<file path="config.mk">
export PLATFORM = sky130hd
export DESIGN_NAME = pwm_button_conditioner
export DESIGN_NICKNAME = d
export VERILOG_FILES = /design/src/rtl/pwm_button_conditioner.sv
export SDC_FILE = /design/constraint.sdc
export NUM_CORES = 1
export LEC_CHECK = 0
export ABC_CLOCK_PERIOD_IN_PS = 1700
export CAP_MARGIN = 25
export CORE_MARGIN = 2
export CORE_UTILIZATION = 45
export CTS_BUF_LIST = sky130_fd_sc_hd__clkbuf_16
export DETAILED_ROUTE_END_ITERATION = 8
export GPL_TIMING_DRIVEN = 1
export PLACE_DENSITY = 0.64
export REMOVE_ABC_BUFFERS = 1
export SYNTH_ARGS = -nofsm -noshare
export SYNTH_HDL_FRONTEND = slang
export SYNTH_SLANG_ARGS = --single-unit
export TNS_END_PERCENT = 50
</file>
<file path="constraint.sdc">
create_clock -name clk -period 1.7 [get_ports clk]
set_input_delay 0.34 -clock clk [delete_from_list [all_inputs] [get_ports clk]]
set_output_delay 0.34 -clock clk [all_outputs]
set_load 0.005 [all_outputs]
</file>
<file path="src/rtl/pwm_button_conditioner.sv">
// Conditions the raw up/down duty buttons: synchronise, debounce, one-cycle press pulse
// and auto-repeat while held, with mutual lockout when both buttons are down.
module pwm_button_conditioner #(
    parameter int SYNC_STAGES  = 2,
    parameter int DEB_CYCLES   = 16,
    parameter int REPEAT_DELAY = 64,
    parameter int REPEAT_RATE  = 16,
    parameter int CNT_W        = 8
) (
    input  logic clk,
    input  logic rst,
    input  logic ena,
    input  logic xu_raw,
    input  logic xd_raw,
    output logic xu_pulse,
    output logic xd_pulse,
    output logic xu_level,
    output logic xd_level
);

    typedef enum logic [1:0] {
        ST_IDLE      = 2'd0,
        ST_HOLD_WAIT = 2'd1,
        ST_REPEAT    = 2'd2
    } state_t;

    localparam logic [CNT_W-1:0] CNT_ZERO   = {CNT_W{1'b0}};
    localparam logic [CNT_W-1:0] CNT_ONE    = {{(CNT_W-1){1'b0}}, 1'b1};
    localparam logic [CNT_W-1:0] CNT_MAX    = {CNT_W{1'b1}};
    localparam logic [CNT_W-1:0] DEB_LAST   = CNT_W'(DEB_CYCLES - 1);
    localparam logic [CNT_W-1:0] DELAY_LAST = CNT_W'(REPEAT_DELAY - 1);
    localparam logic [CNT_W-1:0] RATE_LAST  = CNT_W'(REPEAT_RATE - 1);

    function automatic logic [CNT_W-1:0] sat_inc(input logic [CNT_W-1:0] value);
        if (value == CNT_MAX) begin
            return value;
        end else begin
            return value + CNT_ONE;
        end
    endfunction

    // Channel 0 is up, channel 1 is down.
    logic [1:0]             raw_s;
    logic [SYNC_STAGES-1:0] sync_r      [2];
    logic [CNT_W-1:0]       deb_cnt_r   [2];
    logic [CNT_W-1:0]       deb_cnt_nxt_s [2];
    logic [1:0]             level_r;
    logic [1:0]             level_nxt_s;
    logic [1:0]             rise_s;
    logic                   lockout_s;
    state_t                 state_r     [2];
    logic [CNT_W-1:0]       rep_cnt_r   [2];
    logic [1:0]             pulse_r;

    assign raw_s = {xd_raw, xu_raw};

    // Next debounced level and debounce count for both channels.
    always_comb begin
        level_nxt_s = level_r;
        for (int i = 0; i < 2; i++) begin
            deb_cnt_nxt_s[i] = deb_cnt_r[i];
            if (sync_r[i][SYNC_STAGES-1] != level_r[i]) begin
                if (deb_cnt_r[i] >= DEB_LAST) begin
                    level_nxt_s[i]   = sync_r[i][SYNC_STAGES-1];
                    deb_cnt_nxt_s[i] = CNT_ZERO;
                end else begin
                    deb_cnt_nxt_s[i] = sat_inc(deb_cnt_r[i]);
                end
            end else begin
                deb_cnt_nxt_s[i] = CNT_ZERO;
            end
        end
    end

    // The FSMs look at the level being registered this cycle so the first pulse
    // leaves together with the rising level.
    assign rise_s    = level_nxt_s & ~level_r;
    assign lockout_s = level_nxt_s[0] & level_nxt_s[1];

    // Synchroniser chains, debounce counters and debounced levels.
    always_ff @(posedge clk) begin
        if (rst) begin
            for (int i = 0; i < 2; i++) begin
                sync_r[i]    <= {SYNC_STAGES{1'b0}};
                deb_cnt_r[i] <= CNT_ZERO;
            end
            level_r <= 2'b00;
        end else begin
            for (int i = 0; i < 2; i++) begin
                sync_r[i]    <= {sync_r[i][SYNC_STAGES-2:0], raw_s[i]};
                deb_cnt_r[i] <= deb_cnt_nxt_s[i];
            end
            level_r <= level_nxt_s;
        end
    end

    // Press / auto-repeat FSM per channel with registered pulse outputs.
    always_ff @(posedge clk) begin
        if (rst) begin
            for (int i = 0; i < 2; i++) begin
                state_r[i]   <= ST_IDLE;
                rep_cnt_r[i] <= CNT_ZERO;
            end
            pulse_r <= 2'b00;
        end else begin
            for (int i = 0; i < 2; i++) begin
                if (!level_nxt_s[i] || !ena || lockout_s) begin
                    state_r[i]   <= ST_IDLE;
                    rep_cnt_r[i] <= CNT_ZERO;
                    pulse_r[i]   <= 1'b0;
                end else begin
                    case (state_r[i])
                        ST_IDLE: begin
                            rep_cnt_r[i] <= CNT_ZERO;
                            pulse_r[i]   <= rise_s[i];
                            state_r[i]   <= rise_s[i] ? ST_HOLD_WAIT : ST_IDLE;
                        end
                        ST_HOLD_WAIT: begin
                            if (rep_cnt_r[i] >= DELAY_LAST) begin
                                rep_cnt_r[i] <= CNT_ZERO;
                                pulse_r[i]   <= 1'b1;
                                state_r[i]   <= ST_REPEAT;
                            end else begin
                                rep_cnt_r[i] <= sat_inc(rep_cnt_r[i]);
                                pulse_r[i]   <= 1'b0;
                                state_r[i]   <= ST_HOLD_WAIT;
                            end
                        end
                        ST_REPEAT: begin
                            if (rep_cnt_r[i] >= RATE_LAST) begin
                                rep_cnt_r[i] <= CNT_ZERO;
                                pulse_r[i]   <= 1'b1;
                            end else begin
                                rep_cnt_r[i] <= sat_inc(rep_cnt_r[i]);
                                pulse_r[i]   <= 1'b0;
                            end
                            state_r[i] <= ST_REPEAT;
                        end
                        default: begin
                            state_r[i]   <= ST_IDLE;
                            rep_cnt_r[i] <= CNT_ZERO;
                            pulse_r[i]   <= 1'b0;
                        end
                    endcase
                end
            end
        end
    end

    assign xu_pulse = pulse_r[0];
    assign xd_pulse = pulse_r[1];
    assign xu_level = level_r[0];
    assign xd_level = level_r[1];

endmodule
</file>
==> metrics.md, run 1 <==
| Metric | Value |
|---|---|
| DRC violation total after the first TritonRoute iteration | `56` |
| Fin Clk Skew | `9.02 ps` |
| Number of max-cap violations | `0` |
| Top FF cell, synth | `sky130_fd_sc_hd__dfxtp_1` |
| Share of post-route cells with drive strength above 1 | `33.0%` |
| Slew Viols, Final | `0` |
| Number of enable-type register cells in the synthesized netlist | `20` |
| Die Footprint | `5160 µm²` |
| Pwr/cell area | `776 nW/µm²` |
| Finished Core Util | `66.6%` |
| TritonCTS Buffers | `5` |
| Cell at the root of the clock tree | `sky130_fd_sc_hd__clkbuf_16` |
| Result of the run | `finished clean` |
| # IOs | `9` |
| Sequential fraction of the synthesis area | `52.2%` |
| Total clock sinks | `44` |
| Global-route wire length before repair | `7.47 mm` |
| First-pass iteration count of the detailed router | `4` |
| Reg2Reg Launch Point | `rep_cnt_r[1][4]$_SDFFCE_PP0P_` |
| Mean routed wirelength per cell | `13.9 µm` |
| Area of the core | `4380 µm²` |
| Shortest clock period the worst path allows after layout | `1690 ps` |
| Die Y-Extent | `71.8 µm` |
| Largest net degree at the start of global routing | `15` |
| Vias in the first global route | `1723` |
| Cell type with the highest aggregate area in the netlist | `sky130_fd_sc_hd__edfxtp_1` |
| Sum Neg Setup Slack | `0 ps` |
| Clock slew at reported path FFs | `60 ps` |
| Vias per inst | `5.24` |
| Yosys warns | `0` |
| Number of distinct library cells after synthesis | `45` |
| Proportion of netlist area held by the largest area contributor | `29.0%` |
| Via count | `1639` |
| Mean cell area of the mapped netlist | `11.2 µm²` |
| Share of the clock period used by the worst path | `99.2%` |
| DRC violations left | `0` |
| Sort of element at the end of the critical path | `flip-flop` |
| Setup Viol. Count Final | `0` |
| Cells taking the most area after synthesis | `sky130_fd_sc_hd__edfxtp_1 29%, sky130_fd_sc_hd__dfxtp_1 23%, sky130_fd_sc_hd__nor2_1 4.2%` |
| Pre-CTS setup slack | `-122 ps` |
| Number of fill cells in the layout | `332` |
| Tightest Hold Check Type | `reg -> reg` |
| Worst Setup Slack, final | `13.6 ps` |
| Unrepaired setup endpoints after global routing | `true` |
| Clock tree from TritonCTS | `yes` |
| Data arrival time at the worst-slack endpoint | `1780 ps` |
| Total gr overflow | `0` |
| Synth Instances | `184` |
| Row count | `24` |
| Critical Path Source Type | `flip-flop` |
| Dominant cell by count in the synthesized netlist | `sky130_fd_sc_hd__dfxtp_1` |
| Crit path from | `rep_cnt_r[1][4]$_SDFFCE_PP0P_` |
| Largest fanout on the critical path | `7` |
| Leakage power | `1.04 nW` |
| FMAX | `593 MHz` |
| Final antenna diode count | `0` |
| Worst voltage drop across the vdd grid | `0.611 mV` |
| Category of the critical setup timing path | `reg -> reg` |
| Number of nets with antenna violations after detailed routing | `0` |
| HPWL after detailed placement | `2.97 mm` |
| Worst-skew pair later-pin latency | `280 ps` |
| Initial antenna violation count | `0` |
| Synthesized cell area | `2070 µm²` |
| Layout overhead on the synthesized area | `41.1%` |
| Quantity of hold-fixing buffers added after cts | `0` |
| Maximum level of the CTS H-tree | `2` |
| Number of I/O port buffers | `8` |
| FFs w/ async S/R, synth | `0%` |
| Total length of routed wires | `4.36 mm` |
| Cell types with the highest counts after synthesis | `24 x sky130_fd_sc_hd__dfxtp_1, 23 x sky130_fd_sc_hd__nor2_1, 20 x sky130_fd_sc_hd__edfxtp_1, 9 x sky130_fd_sc_hd__nor2b_1` |
| Initial Utilization | `47.2%` |
| Global-route total usage across every layer | `18.8%` |
| Net count of the finished layout | `269` |
| Tot Pwr | `0.00227 W` |
| Clock Tree Buf Depth | `2` |
| Data required time at the worst endpoint | `1800 ps` |
| Min-Delay Startpoint | `sync_r[0][2]$_SDFF_PP0_` |
| Chip Width | `71.8 µm` |
| Final-report hold violation count | `0` |
| Number of register bits inferred by synthesis | `44` |
| Final Wtd Congestion | `0.741` |
power breakdown:
| group | switching [W] | total, W | internal [W] |
|---|---|---|---|
| clock network | 0.000379 | 0.000915 | 0.000537 |
| logic | 0.0000909 | 0.000169 | 0.0000779 |
| registers | 0.0000359 | 0.00118 | 0.00115 |
| total | 0.000506 | 0.00227 | 0.00176 |
layout make-up:
cell class	count	area, µm²	share of cell area, %
well taps	52	65.1	2.23
multi-input cells	164	1270	43.5
flip-flops and latches	44	1090	37.3
clock inverters	3	15.0	0.514
clock buffers	5	125	4.28
repair buffers	43	347	11.9
inverters	2	7.51	0.257
cells by family after synthesis:
group | count (synthesis) | share of synthesized area [%]
other | 2 | 0.363
flip-flops | 44 | 52.2
XOR/XNOR | 6 | 2.54
AO/OA/AOI/OAI | 36 | 15.7
multiplexers | 3 | 1.45
adder cells (fa/ha/maj) | 4 | 2.42
buffers and inverters | 6 | 1.51
AND/OR/NAND/NOR | 83 | 23.8
state kept, by name, summed over array words and instances, names as in the netlist:
name,flops
level_r,2
deb_cnt_r,16
rep_cnt_r,16
sync_r,4
pulse_r,2
state_r,4
metrics by stage:
stage	hold WS (ps)	area [µm²]	cells
finish	445	2920	313
global placement	421	2530	300
global route	471	2920	313
detailed placement	431	2530	300
floorplan	412	2160	210
CTS	451	2790	309
layout by cell type, fill, tap and decap left out, types with 2 or more instances in the layout:
master,synthesis,final
sky130_fd_sc_hd__nand2_1,7,7
sky130_fd_sc_hd__nor3_1,5,5
sky130_fd_sc_hd__conb_1,2,32
sky130_fd_sc_hd__and3_4,0,3
sky130_fd_sc_hd__edfxtp_1,20,20
sky130_fd_sc_hd__nor4_2,2,6
sky130_fd_sc_hd__nor2_1,23,22
sky130_fd_sc_hd__and3_1,5,2
sky130_fd_sc_hd__a2111oi_4,2,4
sky130_fd_sc_hd__nor4_4,2,4
sky130_fd_sc_hd__clkdlybuf4s50_1,0,8
sky130_fd_sc_hd__nand2b_1,5,5
sky130_fd_sc_hd__nand4_1,3,3
sky130_fd_sc_hd__xor2_1,4,4
sky130_fd_sc_hd__mux2i_1,3,3
sky130_fd_sc_hd__nand3_2,2,3
sky130_fd_sc_hd__dfxtp_2,0,7
sky130_fd_sc_hd__nand3_1,6,4
sky130_fd_sc_hd__nor2b_1,9,9
sky130_fd_sc_hd__xnor2_1,2,2
sky130_fd_sc_hd__o211ai_1,4,4
sky130_fd_sc_hd__dfxtp_1,24,17
sky130_fd_sc_hd__buf_4,0,34
sky130_fd_sc_hd__clkbuf_16,0,5
sky130_fd_sc_hd__a21oi_1,5,4
sky130_fd_sc_hd__ha_2,0,3
sky130_fd_sc_hd__inv_1,2,3
sky130_fd_sc_hd__o21ai_0,7,6
sky130_fd_sc_hd__o2111ai_1,4,4
sky130_fd_sc_hd__a31oi_1,4,4
path summary, 6_finish.rpt:
path	endpoint	slack, ps	cells after the start
setup reg to reg	rep_cnt_r[1][3]$_SDFFCE_PP0P_	10	4
setup / recovery	rep_cnt_r[1][3]$_SDFFCE_PP0P_	10	4
hold reg to reg	sync_r[0][3]$_SDFF_PP0_	450	1
hold / removal	sync_r[0][3]$_SDFF_PP0_	450	1
layer usage:
| metal | track usage (%) | up-vias | part of all wire [%] |
|---|---|---|---|
| li1 | - | 817 | - |
| met1 | 20.9 | 783 | 42 |
| met2 | 32.8 | 26 | 52 |
| met3 | 4.64 | 13 | 3.0 |
| met4 | 10.1 | 0 | 2.8 |
| met5 | 0 | - | 0 |
timing repair:
action | CTS | global route
pin swaps | 8 | 13
gates resized for setup | 26 | 20
setup endpoints to repair | 16 | 17
buffers inserted | 2 | 5
critical path, cell delays in order (launching register included):
cell and delay (ps):
sky130_fd_sc_hd__edfxtp_1 570, sky130_fd_sc_hd__nand2_1 210, sky130_fd_sc_hd__nor3_4 280, sky130_fd_sc_hd__nor2b_1 110, sky130_fd_sc_hd__a2111oi_4 330
No activity file was read; power rests on OpenSTA's default activity.
==> run 2: changes to the inputs <==
ABC_CLOCK_PERIOD_IN_PS = not set   (was 1700)
==> results of run 2 <==
The final DEF is identical to that of run 1; final timing and power are the same.
